File: config.mk
export PLATFORM = sky130hd
export DESIGN_NAME = mant_round_pipe
export DESIGN_NICKNAME = d
export VERILOG_FILES = /design/src/rtl/mant_round_pipe.sv
export SDC_FILE = /design/constraint.sdc
export NUM_CORES = 1
export LEC_CHECK = 0
export BUFFER_PORTS_ARGS = -buffer_cell sky130_fd_sc_hd__buf_2
export CORE_ASPECT_RATIO = 0.8
export CORE_MARGIN = 4
export CORE_UTILIZATION = 30
export DETAILED_ROUTE_END_ITERATION = 12
export PLACE_DENSITY = 0.53
export RECOVER_POWER = 50
export SLEW_MARGIN = 20
export SYNTH_ARGS = -nofsm -noshare
export SYNTH_HDL_FRONTEND = slang
export SYNTH_SLANG_ARGS = --single-unit
File: constraint.sdc
create_clock -name clk -period 3 [get_ports clk]
set_input_delay 0.45 -clock clk [delete_from_list [all_inputs] [get_ports clk]]
set_output_delay 0.45 -clock clk [all_outputs]
set_load 0.02 [all_outputs]
File: src/rtl/mant_round_pipe.sv
// Two-stage mantissa rounding pipeline: stage 1 decodes the rounding increment,
// stage 2 adds it, renormalises on carry-out and flags exponent overflow.
module mant_round_pipe #(
  parameter int MANT_W = 24,
  parameter int EXT_W  = 24,
  parameter int EXP_W  = 8
) (
  input  logic              clk,
  input  logic              rst,
  input  logic              in_valid,
  output logic              in_ready,
  input  logic [MANT_W-1:0] in_mant,
  input  logic [EXT_W-1:0]  in_ext,
  input  logic [EXP_W-1:0]  in_exp,
  input  logic              in_sign,
  input  logic [1:0]        in_mode,
  output logic              out_valid,
  input  logic              out_ready,
  output logic [MANT_W-1:0] out_mant,
  output logic [EXP_W-1:0]  out_exp,
  output logic              out_sign,
  output logic              out_inexact,
  output logic              out_mant_ovf,
  output logic              out_exp_ovf,
  input  logic              flags_clr,
  output logic [2:0]        sticky_flags
);

  typedef enum logic [1:0] {
    RM_RTZ = 2'b00,
    RM_RUP = 2'b01,
    RM_RDN = 2'b10,
    RM_RNE = 2'b11
  } round_mode_e;

  localparam logic [MANT_W-1:0] MANT_CARRY = {1'b1, {(MANT_W-1){1'b0}}};

  logic s1_load, s2_load;
  logic v1, v2;

  logic [MANT_W-1:0] s1_mant;
  logic [EXP_W-1:0]  s1_exp;
  logic              s1_sign, s1_inc, s1_inexact;

  // Stage-advance chain: a full stage frees up when the one below it moves.
  assign s2_load   = ~v2 | out_ready;
  assign s1_load   = ~v1 | s2_load;
  assign in_ready  = s1_load;
  assign out_valid = v2;

  // ---------------- Stage 1 decode ----------------
  logic lsb, guard, sticky, inexact, inc;

  assign lsb     = in_mant[0];
  assign guard   = in_ext[EXT_W-1];
  assign sticky  = |in_ext[EXT_W-2:0];
  assign inexact = |in_ext;

  // NOTE: every signal assigned in always_comb gets a default first, so no path leaves it unassigned and no latch is inferred.
  always_comb begin
    inc = 1'b0;
    case (round_mode_e'(in_mode))
      RM_RTZ:  inc = 1'b0;
      RM_RUP:  inc = ~in_sign & inexact;
      RM_RDN:  inc = in_sign & inexact;
      RM_RNE:  inc = guard & (sticky | lsb);
      default: inc = 1'b0;
    endcase
  end

  // NOTE: sequential state uses non-blocking assignments so every register samples pre-edge values regardless of statement order.
  always_ff @(posedge clk or posedge rst) begin
    if (rst) begin
      v1         <= 1'b0;
      s1_mant    <= '0;
      s1_exp     <= '0;
      s1_sign    <= 1'b0;
      s1_inc     <= 1'b0;
      s1_inexact <= 1'b0;
    end else if (s1_load) begin
      v1 <= in_valid;
      if (in_valid) begin
        s1_mant    <= in_mant;
        s1_exp     <= in_exp;
        s1_sign    <= in_sign;
        s1_inc     <= inc;
        s1_inexact <= inexact;
      end
    end
  end

  // ---------------- Stage 2 arithmetic ----------------
  logic [MANT_W:0]   sum;
  logic              mant_ovf, exp_ovf;
  logic [EXP_W-1:0]  exp_n;
  logic [MANT_W-1:0] mant_n;

  assign sum      = {1'b0, s1_mant} + {{MANT_W{1'b0}}, s1_inc};
  assign mant_ovf = sum[MANT_W];
  assign exp_n    = mant_ovf ? s1_exp + EXP_W'(1) : s1_exp;
  // A carried-out mantissa is always 1.00..0; with an all-ones exponent that is the infinity encoding.
  assign exp_ovf  = mant_ovf & (&exp_n);
  assign mant_n   = mant_ovf ? MANT_CARRY : sum[MANT_W-1:0];

  always_ff @(posedge clk or posedge rst) begin
    if (rst) begin
      v2           <= 1'b0;
      out_mant     <= '0;
      out_exp      <= '0;
      out_sign     <= 1'b0;
      out_inexact  <= 1'b0;
      out_mant_ovf <= 1'b0;
      out_exp_ovf  <= 1'b0;
    end else if (s2_load) begin
      v2 <= v1;
      if (v1) begin
        out_mant     <= mant_n;
        out_exp      <= exp_n;
        out_sign     <= s1_sign;
        out_inexact  <= s1_inexact;
        out_mant_ovf <= mant_ovf;
        out_exp_ovf  <= exp_ovf;
      end
    end
  end

  // ---------------- Sticky exception flags ----------------
  logic       out_hs;
  logic [2:0] beat_flags;

  assign out_hs     = v2 & out_ready;
  assign beat_flags = out_hs ? {out_exp_ovf, out_mant_ovf, out_inexact} : 3'b000;

  // A clear coinciding with a handshake keeps only that beat's flags.
  always_ff @(posedge clk or posedge rst) begin
    if (rst) begin
      sticky_flags <= 3'b000;
    end else if (flags_clr) begin
      sticky_flags <= beat_flags;
    end else begin
      sticky_flags <= sticky_flags | beat_flags;
    end
  end

endmodule

==> results_dict.tcl <==
set metrics [dict create \
    synth_nets 439 \
    grt_pass1_wl_mm 16.8 \
    critPathMaxFanout 15 \
    die_h_um 109 \
    yosysWarnings 0 \
    setup_viol 0 \
    p_leak_nw 2.05 \
    io_buffers 104 \
    finClkSkew_ns 0.00733 \
    violations "capacitance limit, slew limit" \
    insertion_delay_ns 0.34 \
    peakVddDrop_mv 0.297 \
    reg2reg_depth 6 \
    syn_avg_cell_area_sq_um 10.3 \
    start_util_pct 30.9 \
    maxCapViolCount 1 \
    critPathCaptureType "register" \
    track_usage_pct 14.7 \
    slew_headroom_pct -27.9 \
    worstMarginPinSlew_ns 1.92 \
    grt_start_max_net_pins 77 \
    drt-total-wl_mm 10.3 \
    drtPass1Iterations 4 \
    cpPeakStageDelay_ns 0.79 \
    synth.cell_area_sq_mm 0.00379 \
    hpwl_mm 7.77 \
    fmax_ghz 0.377 \
    core_area_sq_mm 0.0123 \
    final_common_cell "buf_2" \
    start_kind "register" \
    cts_buffers 9 \
    ctsLongestPathBuffers 2 \
    htreeDepth 3 \
    holdCritStartpoint "flags_clr" \
    report.final.slew_viol_count 77 \
    grt_antenna_before_repair 0 \
    cts_root_buf "clkbuf_16" \
    hold_viol 0 \
    syn2layout_area_growth_pct 27.7 \
    holdPathStages 2 \
    ant_nets 0 \
    cp_slowest_cell "or4_1" \
    num_antenna_cells 0 \
    clkTransAtPathRegs_ns 0.06 \
    overflow 0 \
    hp-class "in2reg" \
    grt_pass1_vias 3274 \
    final.setup.tns_ns 0 \
    min_period_over_period_pct 88.3 \
    tritoncts "yes" \
    r2r_start "s1_mant[0]$_DFFE_PP0P_" \
    ys_ff_latch 76 \
    cp.arrival_ns 2.85 \
    nets 544 \
    drive_gt1_share_pct 32.4 \
    critPathKind "reg2reg" \
    wl_per_cell_um 15.8 \
    ys_seq_area_share_pct 50.1 \
    rsz0062_at_grt "false" \
    crit_chain "ha_1, ha_1, nand3_2, or4_1, nor2_1, o21ai_0" \
    ios 105 \
    min_period_ns 2.65 \
    route.detailed.drc 0 \
    syn_inst 368 \
    vias 3267 \
    fp.dieW_um 134 \
    ys_types 40 \
    crit_top_cell "ha_1" \
    final_cell_mix "buf_2, dfrtp_1, nand2_1" \
    die_area_sq_mm 0.0145 \
    gp_congestion 0.875 \
    cellPowerDensity_mw_per_mm2 688 \
    worstPathRequired_ns 3.20 \
    via_per_inst 5.03 \
    cts.sinks 76 \
    startpoint "s1_mant[0]$_DFFE_PP0P_" \
    holdWs_ns 0.320 \
    initialDrtViolationCount 134 \
    status "finished with violations" \
    num_rows 36 \
    fillers 1276 \
    post_cts_buffers 0 \
]
## final cells by class
type / instances / area (sq um) / area share, %
timing repair buffer: 111 / 552 / 11.4
multi-input combinational: 263 / 1780 / 36.8
inverter: 12 / 45.0 / 0.930
sequential: 76 / 1900 / 39.3
clock buffer: 10 / 239 / 4.93
clock inverter: 6 / 111 / 2.30
tap: 171 / 214 / 4.42
## sequential cells by signal, summed over array words and instances (netlist names)
| signal | count |
|---|---|
| out_mant | 24 |
| s1_mant | 24 |
| out_exp | 8 |
| s1_exp | 8 |
| sticky_flags | 3 |
| out_exp_ovf | 1 |
| out_inexact | 1 |
| out_mant_ovf | 1 |
| out_sign | 1 |
| out_valid | 1 |
| s1_inc | 1 |
| s1_inexact | 1 |
| s1_sign | 1 |
| v1 | 1 |
## critical path, delay by kind of cell, from the launching register on
kind	cells	cell delay, ns
simple gates	3	1.50
flops	1	0.36
compound gates	1	0.17
fa+ha+maj	2	0.48
## final timing paths
kind | endpoint | slack, ns
max reg2reg | out_mant[1]$_DFFE_PP0P_ | 0.35
min reg2reg | out_sign$_DFFE_PP0P_ | 0.48
min | sticky_flags[1]$_DFF_PP0_ | 0.32
max | out_mant[1]$_DFFE_PP0P_ | 0.35
min in group asynchronous | s1_exp[7]$_DFFE_PP0P_ | 0.80
max in group asynchronous | sticky_flags[0]$_DFF_PP0_ | 1.08
## timing repair
item | CTS | global route
hold buffers | 0 | 0
resized for setup | 0 | 1
endpoints found under the setup margin | 0 | 6
## where the power goes
part | switching [mW] | internal (mW) | total (mW)
sequential | 0.187 | 1.20 | 1.39
clock | 0.426 | 0.835 | 1.26
combinational | 0.405 | 0.276 | 0.681
total | 1.02 | 2.31 | 3.33
## cells in the mapped netlist
cell type   n  area (sq um)
clkbuf_1   10          37.5
nor2_1     11          41.3
a31o_2      4          35.0
buf_1       3          11.3
or2_2       2          12.5
mux2i_1     1          10.0
nand4b_1    1          8.76
nor2b_1     2          12.5
or4_1       9          67.6
nor3_1      6          30.0
and2_1      1          6.26
or4b_2      1          10.0
and3_1      1          6.26
nand4_4     1          21.3
nand3_2     1          10.0
ha_1        7          87.6
nand2_1    42           158
buf_2       4          20.0
a22oi_1     1          7.51
a32oi_1     1          8.76
a21oi_1    14          70.1
nand4_1     9          56.3
dfrtp_1    76          1900
inv_1      12          45.0
o221ai_1    1          8.76
nand2b_1    2          12.5
and4_1      3          26.3
nand3_1    17          85.1
a31oi_1    11          68.8
o31ai_1    13          97.6
a41o_1      1          10.0
nor4_1     18           113
or3_1       4          25.0
a311oi_1    1          8.76
xnor2_1     9          78.8
nand3b_1    2          15.0
xor2_1      8          70.1
mux2_2     33           372
o21ai_0    24           120
a211o_1     1          8.76
## through the flow
stage	instances	power [mW]	area [sq um]	utilization, %	setup slack, ns
final	649	3.33	4840	39.4	0.350
after global routing	649	3.51	4840	39.4	0.151
after CTS	649	3.39	4880	39.7	0.235
after detailed placement	633	2.11	4530	36.8	0.245
after global placement	633	2.09	4530	36.8	0.405
after floorplan	368	1.81	3790	-	0.612
## layer usage
| metal | up-vias | wire length (um) | track usage (%) | share of wire (%) |
|---|---|---|---|---|
| li1 | 1579 | - | - | - |
| met1 | 1544 | 4790 | 19.8 | 47 |
| met2 | 130 | 4430 | 22.1 | 43 |
| met3 | 14 | 891 | 4.65 | 8.7 |
| met4 | 0 | 174 | 5.65 | 1.7 |
| met5 | - | 0 | 0 | 0 |
## cell families after synthesis
group                      after synthesis  synth area share, %
AOI/OAI and AO/OA                       72                 11.7
xor gates and xnor gates                17                 3.92
muxes                                   34                 10.1
buffers and inverters                   29                 3.00
DFF                                     76                 50.1
and+or+nand+nor                        133                 18.9
adders and majority gates                7                 2.31
(Power assumes the default switching activity.)
